$ cat config.mk
export PLATFORM = sky130hd
export DESIGN_NAME = sqrt_round_pack_flat
export DESIGN_NICKNAME = d
export VERILOG_FILES = /design/src/rtl/lampFPU_pkg.sv /design/src/rtl/sqrt_round_pack_if.sv /design/src/rtl/sqrt_round_pack.sv /design/src/flat_wrapper.sv
export SDC_FILE = /design/constraint.sdc
export NUM_CORES = 1
export LEC_CHECK = 0
export ABC_AREA = 1
export CAP_MARGIN = 30
export CORE_MARGIN = 5
export CORE_UTILIZATION = 45
export DETAILED_ROUTE_END_ITERATION = 16
export GPL_ROUTABILITY_DRIVEN = 0
export GPL_TIMING_DRIVEN = 0
export PLACE_DENSITY = 0.71
export SLEW_MARGIN = 20
export SYNTH_ARGS = -nofsm -noshare
export SYNTH_HDL_FRONTEND = slang
export SYNTH_SLANG_ARGS = --single-unit
$ cat constraint.sdc
create_clock -name clk -period 2.29 [get_ports clk]
set_input_delay 0.3435 -clock clk [delete_from_list [all_inputs] [get_ports clk]]
set_output_delay 0.3435 -clock clk [all_outputs]
set_load 0.01 [all_outputs]
$ cat src/rtl/lampFPU_pkg.sv
// Shared lampFPU definitions used by the sqrt/inverse-sqrt output stage:
// float field widths, packed special constants, the pack FSM state type
// and the round-to-nearest-even helper.
package lampFPU_pkg;

  localparam int LAMP_FLOAT_DW     = 16;
  localparam int LAMP_FLOAT_E_DW   = 8;
  localparam int LAMP_FLOAT_F_DW   = 7;
  localparam int LAMP_FLOAT_E_BIAS = 127;

  localparam logic [LAMP_FLOAT_DW-1:0] LAMP_FLOAT_INF  = 16'h7F80;
  localparam logic [LAMP_FLOAT_DW-1:0] LAMP_FLOAT_ZERO = 16'h0000;

  typedef enum logic [2:0] {
    IDLE  = 3'd0,
    WAIT  = 3'd1,
    NORM  = 3'd2,
    ROUND = 3'd3,
    SPEC  = 3'd4
  } sqrtPackState_t;

  // Round to nearest, ties to even. Returns {carry, frac}; a set carry means
  // the fraction wrapped to zero and the exponent must be bumped by one.
  function automatic logic [LAMP_FLOAT_F_DW:0] FUNC_rne(
    input logic [LAMP_FLOAT_F_DW-1:0] frac,
    input logic                       guard,
    input logic                       sticky
  );
    logic w_inc;
    w_inc = guard & (sticky | frac[0]);
    return {1'b0, frac} + {{LAMP_FLOAT_F_DW{1'b0}}, w_inc};
  endfunction

endpackage

$ cat src/rtl/sqrt_round_pack_if.sv
// Issue/context and root-result bundle between the sqrt control path,
// SquareRootModule and the round/pack output stage.
interface sqrt_round_pack_if;
  import lampFPU_pkg::*;

  logic                         doSqrt_i;
  logic [LAMP_FLOAT_E_DW-1:0]   res_exp_i;
  logic                         invSqrt_i;
  logic                         special_case_i;
  logic [LAMP_FLOAT_DW-1:0]     special_res_i;
  logic                         sqrt_valid_i;
  logic [2*(1+LAMP_FLOAT_F_DW)-1:0] sqrt_res_i;
  logic                         busy_o;
  logic                         valid_o;
  logic [LAMP_FLOAT_DW-1:0]     result_o;

  // Upstream side: issues operations and supplies the root.
  modport master (
    output doSqrt_i, res_exp_i, invSqrt_i, special_case_i, special_res_i,
    output sqrt_valid_i, sqrt_res_i,
    input  busy_o, valid_o, result_o
  );

  // Output stage side.
  modport slave (
    input  doSqrt_i, res_exp_i, invSqrt_i, special_case_i, special_res_i,
    input  sqrt_valid_i, sqrt_res_i,
    output busy_o, valid_o, result_o
  );

endinterface

$ cat src/rtl/sqrt_round_pack.sv
// Output stage of the lampFPU sqrt / inverse-sqrt datapath. Captures the
// operation context on issue, waits for the iterative root, then normalizes,
// rounds (RNE) and packs a 1/8/7 float. Special operands bypass the root.
module sqrt_round_pack
  import lampFPU_pkg::*;
(
  input  logic             clk,
  input  logic             rst,
  sqrt_round_pack_if.slave bus
);

  typedef struct packed {
    logic [LAMP_FLOAT_E_DW-1:0] res_exp;
    logic                       inv_sqrt;
    logic                       special;
    logic [LAMP_FLOAT_DW-1:0]   special_res;
  } ctx_t;

  sqrtPackState_t r_state, w_next;
  ctx_t           r_ctx;

  logic [15:0]                r_sqrt_res;
  logic [LAMP_FLOAT_F_DW-1:0] r_n_frac;
  logic                       r_n_guard;
  logic                       r_n_sticky;
  logic signed [9:0]          r_n_exp;
  logic                       r_n_zero;
  logic [LAMP_FLOAT_DW-1:0]   r_rnd_res;
  logic                       r_fin;
  logic                       r_valid;
  logic [LAMP_FLOAT_DW-1:0]   r_result;

  logic                       w_issue;
  logic                       w_capture;
  logic                       w_busy;
  logic [LAMP_FLOAT_F_DW-1:0] w_n_frac;
  logic                       w_n_guard;
  logic                       w_n_sticky;
  logic signed [9:0]          w_n_exp;
  logic                       w_n_zero;
  logic [LAMP_FLOAT_F_DW:0]   w_rne;
  logic signed [9:0]          w_r_exp;
  logic [LAMP_FLOAT_DW-1:0]   w_rnd_res;
  logic                       w_unused;

  // The root range check that invSqrt selects lives upstream; the shared
  // normalization path never needs the latched flag.
  assign w_unused = &{1'b0, r_ctx.inv_sqrt};

  // State register.
  always_ff @(posedge clk) begin
    // NOTE: sequential state uses non-blocking assignments so every register
    // samples the pre-edge values, regardless of block ordering.
    if (rst) r_state <= IDLE;
    else     r_state <= w_next;
  end

  // Next-state logic and handshake decode.
  always_comb begin
    // NOTE: every output of this block gets a default first, so no path
    // through the case leaves a signal unassigned and infers a latch.
    w_next    = r_state;
    w_issue   = 1'b0;
    w_capture = 1'b0;
    w_busy    = 1'b1;
    unique case (r_state)
      IDLE: begin
        w_busy  = 1'b0;
        w_issue = bus.doSqrt_i;
        if (bus.doSqrt_i) w_next = bus.special_case_i ? SPEC : WAIT;
      end
      WAIT: begin
        w_capture = bus.sqrt_valid_i;
        if (bus.sqrt_valid_i) w_next = NORM;
      end
      NORM:    w_next = ROUND;
      ROUND:   w_next = IDLE;
      SPEC:    w_next = IDLE;
      default: w_next = IDLE;
    endcase
  end

  // Operation context, held from issue until the next issue.
  always_ff @(posedge clk) begin
    if (rst) begin
      r_ctx <= '0;
    end else if (w_issue) begin
      r_ctx.res_exp     <= bus.res_exp_i;
      r_ctx.inv_sqrt    <= bus.invSqrt_i;
      r_ctx.special     <= bus.special_case_i;
      r_ctx.special_res <= bus.special_res_i;
    end
  end

  // Normalization of the Q2.14 root. An out-of-range root (bit 15 set) is
  // folded onto the [1,2) path; a root below 0.5 collapses to zero.
  always_comb begin
    w_n_frac   = '0;
    w_n_guard  = 1'b0;
    w_n_sticky = 1'b0;
    w_n_exp    = '0;
    w_n_zero   = 1'b0;
    if (r_sqrt_res[15] | r_sqrt_res[14]) begin
      w_n_frac   = r_sqrt_res[13:7];
      w_n_guard  = r_sqrt_res[6];
      w_n_sticky = |r_sqrt_res[5:0];
      w_n_exp    = signed'({2'b00, r_ctx.res_exp});
    end else if (r_sqrt_res[13]) begin
      w_n_frac   = r_sqrt_res[12:6];
      w_n_guard  = r_sqrt_res[5];
      w_n_sticky = |r_sqrt_res[4:0];
      w_n_exp    = signed'({2'b00, r_ctx.res_exp}) - 10'sd1;
    end else begin
      w_n_zero   = 1'b1;
    end
  end

  // Rounding, exponent adjust and range clamp to +inf / flush to zero.
  always_comb begin
    w_rne   = FUNC_rne(r_n_frac, r_n_guard, r_n_sticky);
    w_r_exp = r_n_exp + signed'({9'd0, w_rne[LAMP_FLOAT_F_DW]});
    if (r_n_zero)               w_rnd_res = LAMP_FLOAT_ZERO;
    else if (w_r_exp >= 10'sd255) w_rnd_res = LAMP_FLOAT_INF;
    else if (w_r_exp <= 10'sd0)   w_rnd_res = LAMP_FLOAT_ZERO;
    else w_rnd_res = {1'b0, w_r_exp[LAMP_FLOAT_E_DW-1:0], w_rne[LAMP_FLOAT_F_DW-1:0]};
  end

  // Pipeline registers: root capture, normalized fields, rounded result.
  always_ff @(posedge clk) begin
    if (rst) begin
      r_sqrt_res <= '0;
      r_n_frac   <= '0;
      r_n_guard  <= 1'b0;
      r_n_sticky <= 1'b0;
      r_n_exp    <= '0;
      r_n_zero   <= 1'b0;
      r_rnd_res  <= '0;
      r_fin      <= 1'b0;
    end else begin
      if (w_capture) r_sqrt_res <= bus.sqrt_res_i;
      if (r_state == NORM) begin
        r_n_frac   <= w_n_frac;
        r_n_guard  <= w_n_guard;
        r_n_sticky <= w_n_sticky;
        r_n_exp    <= w_n_exp;
        r_n_zero   <= w_n_zero;
      end
      if (r_state == ROUND) r_rnd_res <= w_rnd_res;
      r_fin <= (r_state == ROUND);
    end
  end

  // Output registers: one-cycle valid pulse, result held until the next one.
  always_ff @(posedge clk) begin
    if (rst) begin
      r_valid  <= 1'b0;
      r_result <= LAMP_FLOAT_ZERO;
    end else begin
      r_valid <= (r_state == SPEC) | r_fin;
      if ((r_state == SPEC) | r_fin)
        r_result <= r_ctx.special ? r_ctx.special_res : r_rnd_res;
    end
  end

  assign bus.busy_o   = w_busy;
  assign bus.valid_o  = r_valid;
  assign bus.result_o = r_result;

endmodule

$ cat src/flat_wrapper.sv
// flat-port wrapper written by rule: the top's interface ports become plain ports
module sqrt_round_pack_flat import lampFPU_pkg::*;
  (clk, rst, bus_doSqrt_i, bus_res_exp_i, bus_invSqrt_i, bus_special_case_i, bus_special_res_i, bus_sqrt_valid_i, bus_sqrt_res_i, bus_busy_o, bus_valid_o, bus_result_o);
  sqrt_round_pack_if bus_i ();
  input  logic clk;
  input  logic rst;
  input wire logic [$bits(bus_i.doSqrt_i)-1:0] bus_doSqrt_i;
  input wire logic [$bits(bus_i.res_exp_i)-1:0] bus_res_exp_i;
  input wire logic [$bits(bus_i.invSqrt_i)-1:0] bus_invSqrt_i;
  input wire logic [$bits(bus_i.special_case_i)-1:0] bus_special_case_i;
  input wire logic [$bits(bus_i.special_res_i)-1:0] bus_special_res_i;
  input wire logic [$bits(bus_i.sqrt_valid_i)-1:0] bus_sqrt_valid_i;
  input wire logic [$bits(bus_i.sqrt_res_i)-1:0] bus_sqrt_res_i;
  output wire logic [$bits(bus_i.busy_o)-1:0] bus_busy_o;
  output wire logic [$bits(bus_i.valid_o)-1:0] bus_valid_o;
  output wire logic [$bits(bus_i.result_o)-1:0] bus_result_o;
  assign bus_i.doSqrt_i = bus_doSqrt_i;
  assign bus_i.res_exp_i = bus_res_exp_i;
  assign bus_i.invSqrt_i = bus_invSqrt_i;
  assign bus_i.special_case_i = bus_special_case_i;
  assign bus_i.special_res_i = bus_special_res_i;
  assign bus_i.sqrt_valid_i = bus_sqrt_valid_i;
  assign bus_i.sqrt_res_i = bus_sqrt_res_i;
  assign bus_busy_o = bus_i.busy_o;
  assign bus_valid_o = bus_i.valid_o;
  assign bus_result_o = bus_i.result_o;
  sqrt_round_pack u_core (.clk(clk), .rst(rst), .bus(bus_i));
endmodule
==> run_results.csv, run 1 <==
group,metric,value,unit
status,outcome,"finished with violations",
status,violations,"negative setup slack",
place,place_inst,749,
worst_setup_path,rrSetupSlack,-0.40,ns
worst_setup_path,cp_max_fo,2,
global_route,use_met1,0.258,
worst_setup_path,worst-setup-path-type,"register to register",
final_layout,syn2layout_area_growth,27.5,%
clock_tree,numCtsBuffers,9,
sta,setup_viol,15,
clock_tree,cts_root_buffer,"clkbuf_8",
worst_setup_path,required,2.59,ns
final_layout,stdcell_count,781,
global_route,grt_overflow,0,
final_layout,final_common_cell,"nand2_1",
global_route,use_met3,0.0265,
final_layout,design_area,0.00537,mm2
place,post-dp-hpwl,8040,um
global_route,antenna_found_initial,0,
synth,syn_area_per_cell,7.29,um2
global_route,grt_first_pass_wirelength,17900,um
clock_tree,clkSinkCount,96,
sta,fmax,372,MHz
synth,yosysSeqAreaShare,0.457,
clock_tree,clk_pin_slew,0.09,ns
route,ant_nets,0,
clock_tree,cts_buffer_depth,2,
final_layout,drive_above_1_share,0.113,
pwr,p_comb_frac,0.167,
worst_setup_path,path_cells,"o21a_1, ha_2, nand4_1, buf_4, buf_4, buf_4, buf_4, buf_4, buf_4, buf_4, buf_4, buf_4, buf_4, o21ai_0, nand3_1, nor2_1, nand2_1, a21oi_1",
sta,timing.final.ws_setup,-0.400,ns
route,detail_route.wl_per_cell,14.0,um
place,placed_area,0.00500,mm2
worst_setup_path,startpoint_type,"register",
worst_setup_path,reg2reg_to,"u_core.r_rnd_res[5]",
route,vias,4130,
place,io_buffers,61,
synth,yosys.cell_types.count,40,
synth,ys_ff_latch,96,
global_route,grtUsageTotal,0.195,
floorplan,rows,35,
sta,final_max_slew_viol_count,0,
global_route,grt_max_degree,17,
worst_setup_path,endpoint,"u_core.r_rnd_res[5]",
global_route,grt_pass1_vias,3831,
clock_tree,cts_tree,"done",
global_route,grt-busiest-layer,"met2",
pwr,switching_share,0.287,
sta,hold_violations,0,
floorplan,die_area,0.0114,mm2
worst_setup_path,arrival,2.99,ns
final_layout,antennaDiodeCount,0,
pwr,p_leak,2.05,nW
pwr,seqPwrFrac,0.521,
pwr,internal-power,0.00254,W
min_path,hp-class,"input port to register",
synth,synth-async-reset-ratio,0,
synth,synth_cells,577,
sta,slew_headroom,0.630,
final_layout,n_fill_cell,830,
route,firstDrtPassIters,5,
synth,yosys_most_used_dff,"dfxtp_1",
synth,synth_edf_count,0,
run,drv_cap,0,
floorplan,die_h,107,um
route,drt_iter0_drc,251,
sta,clock_skew,0.0117,ns
pwr,ir_drop,0.000386,V
worst_setup_path,crit_top_cell,"buf_4",
sta,period_share,1.17,
route,vias_per_cell,5.29,
sta,fin_crit,2.69,ns
synth,ys.warnings.count,0,
sta,tightest_slew,0.555,ns
floorplan,core,0.00920,mm2
worst_setup_path,reg2reg_depth,18,
synth,syn_nets,628,
pwr,total_power,0.00356,W
floorplan,die_w,107,um
sta,rsz0062_at_grt,"yes",
worst_setup_path,cp_slowest_cell,"dfxtp_2",
clock_tree,clock_latency,0.37,ns
final_layout,layout_common_cells,"nand2_1 (119), dfxtp_1 (93), nor2_1 (82)",
pwr,power_density,663,mW/mm2
clock_tree,h-tree-depth,3,
worst_setup_path,crit_path_max_incr_delay,0.34,ns
worst_setup_path,r2r_start,"u_core.r_n_sticky",
floorplan,pin_count,64,
synth,syn_area,0.00421,mm2
floorplan,initial_core_util,0.458,
worst_setup_path,crit_path_end_kind,"register",
route,routed_wl,10900,um
route,drc,0,
global_route,grt.met2_usage,0.323,
final_layout,nNetsFinal,716,
pwr,p_clk_frac,0.313,
worst_setup_path,crit_start,"u_core.r_n_sticky",
pwr,p_sw,0.00102,W
-- critical path: cells and delay by family (launching register included) --
kind | cells | cell delay (ns)
simple gates | 4 | 0.39
buf+inv | 10 | 1.25
compound gates | 3 | 0.44
fa+ha+maj | 1 | 0.17
flops | 1 | 0.34
-- worst min-delay path by stage --
stage / depth (start not counted) / from / endpoint
4_1_cts: 2 / rst / u_core.bus.valid_o
3_3_place_gp: 2 / u_core.r_sqrt_res[1] / u_core.r_sqrt_res[1]
6_report: 2 / rst / u_core.bus.valid_o
3_5_place_dp: 2 / u_core.r_n_sticky / u_core.r_n_sticky
5_1_grt: 2 / rst / u_core.bus.valid_o
2_1_floorplan: 2 / u_core.r_sqrt_res[0] / u_core.r_sqrt_res[0]
-- cell usage after synthesis (all sizes together) (2+ instances only) --
| library cell | n | area share |
|---|---|---|
| inv | 43 | 0.038 |
| buf | 3 | 0.0056 |
| xor2 | 5 | 0.010 |
| ha | 5 | 0.015 |
| clkbuf | 27 | 0.024 |
| nor2 | 89 | 0.083 |
| nand2 | 131 | 0.12 |
| o211ai | 2 | 0.0036 |
| nor3 | 4 | 0.0059 |
| nand4 | 5 | 0.0074 |
| dfxtp | 96 | 0.46 |
| a311oi | 4 | 0.0083 |
| a21oi | 49 | 0.062 |
| a31oi | 11 | 0.016 |
| nand3 | 21 | 0.027 |
| o21ai | 63 | 0.076 |
| o221ai | 7 | 0.015 |
| nand3b | 2 | 0.0036 |
-- sequential cells by signal (all words and copies together) (netlist names), 3 cells and up --
signal,cells
u_core.r_state,3
u_core.r_rnd_res,15
u_core.r_n_frac,7
u_core.r_ctx,25
u_core.bus.result_o,16
u_core.r_n_exp,9
u_core.r_sqrt_res,16
-- layer usage --
metal  vias to the layer above  routed length [um]
li1                       2077                   -
met1                      1924                5040
met2                       104                5190
met3                        25                 442
met4                         0                 255
met5                         -                   0
-- cell families (layout without fill, tap and decap cells) --
group	after synthesis	in the layout	share of synthesized area
fa+ha+maj	5	5	0.0149
simple gates	255	255	0.256
compound gates	143	143	0.194
flops	96	96	0.457
buf+inv	73	166	0.0681
xor+xnor	5	5	0.0104
-- power by group through the flow --
stage	clock network [W]	logic, W	registers (W)
finish	0.00111	0.000593	0.00185
global route	0.00120	0.000667	0.00187
CTS	0.00113	0.000582	0.00185
detailed placement	0	0.000577	0.00189
global placement	0	0.000564	0.00189
floorplan	0	0.000345	0.00188
-- cell type report --
| class | instances | area [um2] | share of cell area |
|---|---|---|---|
| Sequential cell | 96 | 1930 | 0.359 |
| Timing Repair Buffer | 77 | 731 | 0.136 |
| Buffer | 30 | 125 | 0.0233 |
| Clock buffer | 10 | 128 | 0.0238 |
| Tap cell | 111 | 139 | 0.0259 |
| Inverter | 43 | 161 | 0.0301 |
| Multi-Input combinational cell | 408 | 2090 | 0.389 |
| Clock inverter | 6 | 70.1 | 0.0131 |
-- per-stage QoR --
step | setup TNS [ns] | worst slack, ns | hold slack [ns] | util
after floorplan | -0.632 | -0.0696 | 0.430 | -
after global placement | -4.37 | -0.321 | 0.446 | 0.543
after detailed placement | -5.22 | -0.376 | 0.454 | 0.543
after CTS | -3.39 | -0.253 | 0.320 | 0.578
after global routing | -7.62 | -0.538 | 0.340 | 0.584
final | -5.18 | -0.400 | 0.332 | 0.584
-- what timing repair did --
action | in CTS | in global routing
pin swaps | 9 | 5
resized for setup | 4 | 9
cloned | 1 | 0
hold endpoints to repair | 0 | 0
hold buffers | 0 | 0
endpoints found under the setup margin | 15 | 15
setup buffers | 14 | 1
No activity file was read; power rests on OpenSTA's default activity.
==> inputs of run 2 (changes only) <==
--- a/config.mk
+++ b/config.mk
@@ -13,7 +13,7 @@
 export GPL_ROUTABILITY_DRIVEN = 0
 export GPL_TIMING_DRIVEN = 0
 export PLACE_DENSITY = 0.71
-export SLEW_MARGIN = 20
+export SLEW_MARGIN = 15
 export SYNTH_ARGS = -nofsm -noshare
 export SYNTH_HDL_FRONTEND = slang
 export SYNTH_SLANG_ARGS = --single-unit
==> results of run 2 <==
Same layout as run 1: the final DEF is identical, and so are final timing and power.
==> inputs of run 3 (changes only) <==
--- a/config.mk
+++ b/config.mk
@@ -7,12 +7,14 @@
 export LEC_CHECK = 0
 export ABC_AREA = 1
 export CAP_MARGIN = 30
+export CORE_ASPECT_RATIO = 0.8
 export CORE_MARGIN = 5
 export CORE_UTILIZATION = 45
 export DETAILED_ROUTE_END_ITERATION = 16
 export GPL_ROUTABILITY_DRIVEN = 0
 export GPL_TIMING_DRIVEN = 0
 export PLACE_DENSITY = 0.71
+export SETUP_SLACK_MARGIN = 0.2
 export SLEW_MARGIN = 15
 export SYNTH_ARGS = -nofsm -noshare
 export SYNTH_HDL_FRONTEND = slang
==> run 3 against run 2 <==
The run still ends with negative setup slack left. Sequential power is essentially flat. Via count grew 2.3%. Global-route usage grew 1.3 points. Die area grew 0.10%. Register-to-register slack lost 0.04 ns. Setup slack lost 0.036 ns. Maximum frequency shrank 1.3%. Critical path depth shrank 3. Non-clock buffer count grew 13. Design area grew 4.7%. Largest cell class unchanged. Highest routed layer unchanged.
==> run_results.csv, run 3 (synthesis gave the netlist of run 1 again) <==
group,metric,value,unit
final_layout,multi_input_area,0.00210,mm2
worst_setup_path,endpoint,"u_core.r_rnd_res[0]",
global_route,grtUsageTotal,0.208,
final_layout,nNetsFinal,729,
route,detail_route.wl_per_cell,14.9,um
worst_setup_path,required,2.49,ns
global_route,grt_first_pass_wirelength,19300,um
sta,holdWs,0.417,ns
clock_tree,postCtsHoldBufs,0,
pwr,power_density,720,mW/mm2
sta,slew_headroom,0.584,
worst_setup_path,path_cells,"o21a_1, ha_2, nand4_1, nor2_1, nand2_1, nor2_2, ha_2, ha_4, or2_2, nor3_2, nand3_4, nand2_4, inv_4, nand3b_1, a21oi_2",
clock_tree,h-tree-depth,3,
sta,period_share,1.19,
sta,rsz0062_at_grt,"yes",
pwr,seqPwrFrac,0.459,
min_path,hp-class,"input port to register",
final_layout,largest-register,"u_core.r_ctx",
worst_setup_path,crit_top_cell,"ha_2",
pwr,internal-power,0.00299,W
worst_setup_path,r2r_start,"u_core.r_n_frac[0]",
place,place_ws,-0.465,ns
final_layout,regArea,0.00193,mm2
final_layout,n_fill_cell,807,
worst_setup_path,cp_slowest_cell,"dfxtp_2",
sta,hold_violations,0,
place,placed_area,0.00500,mm2
final_layout,drive_above_1_share,0.138,
route,routed_wl,11900,um
worst_setup_path,arrival,2.93,ns
global_route,grt_pass1_vias,3994,
floorplan,core,0.00908,mm2
global_route,grt_max_degree,17,
place,io_buffers,61,
sta,tightest_slew,0.625,ns
clock_tree,cts_tree,"done",
min_path,min_from,"rst",
floorplan,die_h,96.5,um
worst_setup_path,worst-setup-path-type,"register to register",
pwr,p_clk_frac,0.393,
place,place_inst,753,
sta,final_max_slew_viol_count,0,
floorplan,die_w,118,um
floorplan,pin_count,64,
sta,fin_crit,2.73,ns
pwr,p_leak,2.16,nW
place,post-dp-hpwl,8540,um
pwr,ir_drop,0.000384,V
sta,clock_skew,0.00575,ns
final_layout,largest_register_ffs,25,
final_layout,final_common_cell,"nand2_1",
final_layout,layout_common_cells,"nand2_1 (117), dfxtp_1 (93), nor2_1 (82)",
final_layout,stdcell_count,798,
worst_setup_path,startpoint_type,"register",
pwr,p_comb_frac,0.148,
pwr,switching_share,0.261,
route,vias_per_cell,5.29,
worst_setup_path,cp_max_fo,6,
worst_setup_path,crit_family,"simple AND/OR/NAND/NOR gates",
clock_tree,cts_root_buffer,"clkbuf_16",
worst_setup_path,crit_start,"u_core.r_n_frac[0]",
floorplan,initial_core_util,0.464,
route,vias,4225,
run,drv_cap,0,
clock_tree,numCtsBuffers,9,
route,ant_nets,0,
global_route,antenna_found_initial,0,
worst_setup_path,crit_buf_inv,1,
route,firstDrtPassIters,5,
sta,fmax,367,MHz
floorplan,die_area,0.0114,mm2
pwr,total_power,0.00404,W
status,outcome,"finished with violations",
sta,setup_viol,15,
worst_setup_path,reg2reg_depth,15,
route,drt_iter0_drc,279,
worst_setup_path,rrSetupSlack,-0.44,ns
pwr,p_sw,0.00106,W
clock_tree,cts_buffer_depth,2,
worst_setup_path,cp.depth,15,
final_layout,antennaDiodeCount,0,
status,violations,"negative setup slack",
floorplan,rows,31,
clock_tree,clkSinkCount,96,
worst_setup_path,reg2reg_to,"u_core.r_rnd_res[0]",
final_layout,syn2layout_area_growth,33.5,%
clock_tree,clk_pin_slew,0.07,ns
final_layout,design_area,0.00562,mm2
worst_setup_path,crit_path_max_incr_delay,0.34,ns
route,drc,0,
clock_tree,clock_latency,0.33,ns
worst_setup_path,crit_path_end_kind,"register",
global_route,grt_overflow,0,
sta,timing.final.ws_setup,-0.436,ns
## run 3: cell count changes in the layout (fill, tap and decap cells not counted), moves of 2 or more
cell,before,now
clkbuf_16,0,9
a21oi_1,45,43
clkinv_4,4,1
nand2_2,10,12
nand3_2,4,2
clkbuf_8,9,0
nand2_1,119,117
a21oi_2,4,6
buf_6,1,4
buf_4,17,27
## run 3: metal layers
| metal | part of all wire | wire, um | GRT usage | up-vias |
|---|---|---|---|---|
| met5 | 0 | 0 | 0 | - |
| met4 | 0.015 | 177 | 0.0630 | 0 |
| met3 | 0.072 | 855 | 0.0355 | 15 |
| met2 | 0.44 | 5310 | 0.328 | 155 |
| met1 | 0.47 | 5590 | 0.293 | 1941 |
| li1 | - | - | - | 2114 |
## run 3: through the flow
step | util | setup TNS (ns)
6_report | 0.619 | -5.84
5_1_grt | 0.619 | -7.86
4_1_cts | 0.613 | -4.53
3_5_place_dp | 0.551 | -6.25
3_3_place_gp | 0.551 | -4.33
2_1_floorplan | - | -0.632
## run 3: layout make-up
type	count	share of cell area
multi-input cells	408	0.374
flip-flops and latches	96	0.343
repair buffers	90	0.149
clock buffers	9	0.0401
inverters	43	0.0292
well taps	115	0.0256
plain buffers	30	0.0223
clock inverters	7	0.0169
## run 3: worst min-delay path by stage
stage	end	slack (ns)	depth (start not counted)
global placement	u_core.r_sqrt_res[1]	0.44	2
CTS	u_core.bus.valid_o	0.40	2
detailed placement	u_core.bus.result_o[15]	0.45	2
finish	u_core.bus.valid_o	0.42	2
floorplan	u_core.r_sqrt_res[0]	0.43	2
global route	u_core.bus.valid_o	0.45	2
## run 3: power groups by stage
| stage | clock (W) | sequential (W) | combinational (W) |
|---|---|---|---|
| finish | 0.00159 | 0.00186 | 0.000597 |
| global route | 0.00170 | 0.00187 | 0.000672 |
| CTS | 0.00161 | 0.00185 | 0.000584 |
| detailed placement | 0 | 0.00189 | 0.000573 |
| global placement | 0 | 0.00189 | 0.000561 |
| floorplan | 0 | 0.00188 | 0.000345 |
## run 3: what timing repair did
action	CTS	global route
pin swaps	13	13
gates cloned	1	0
setup buffers	28	0
setup endpoints to repair	15	15
resized for setup	11	11
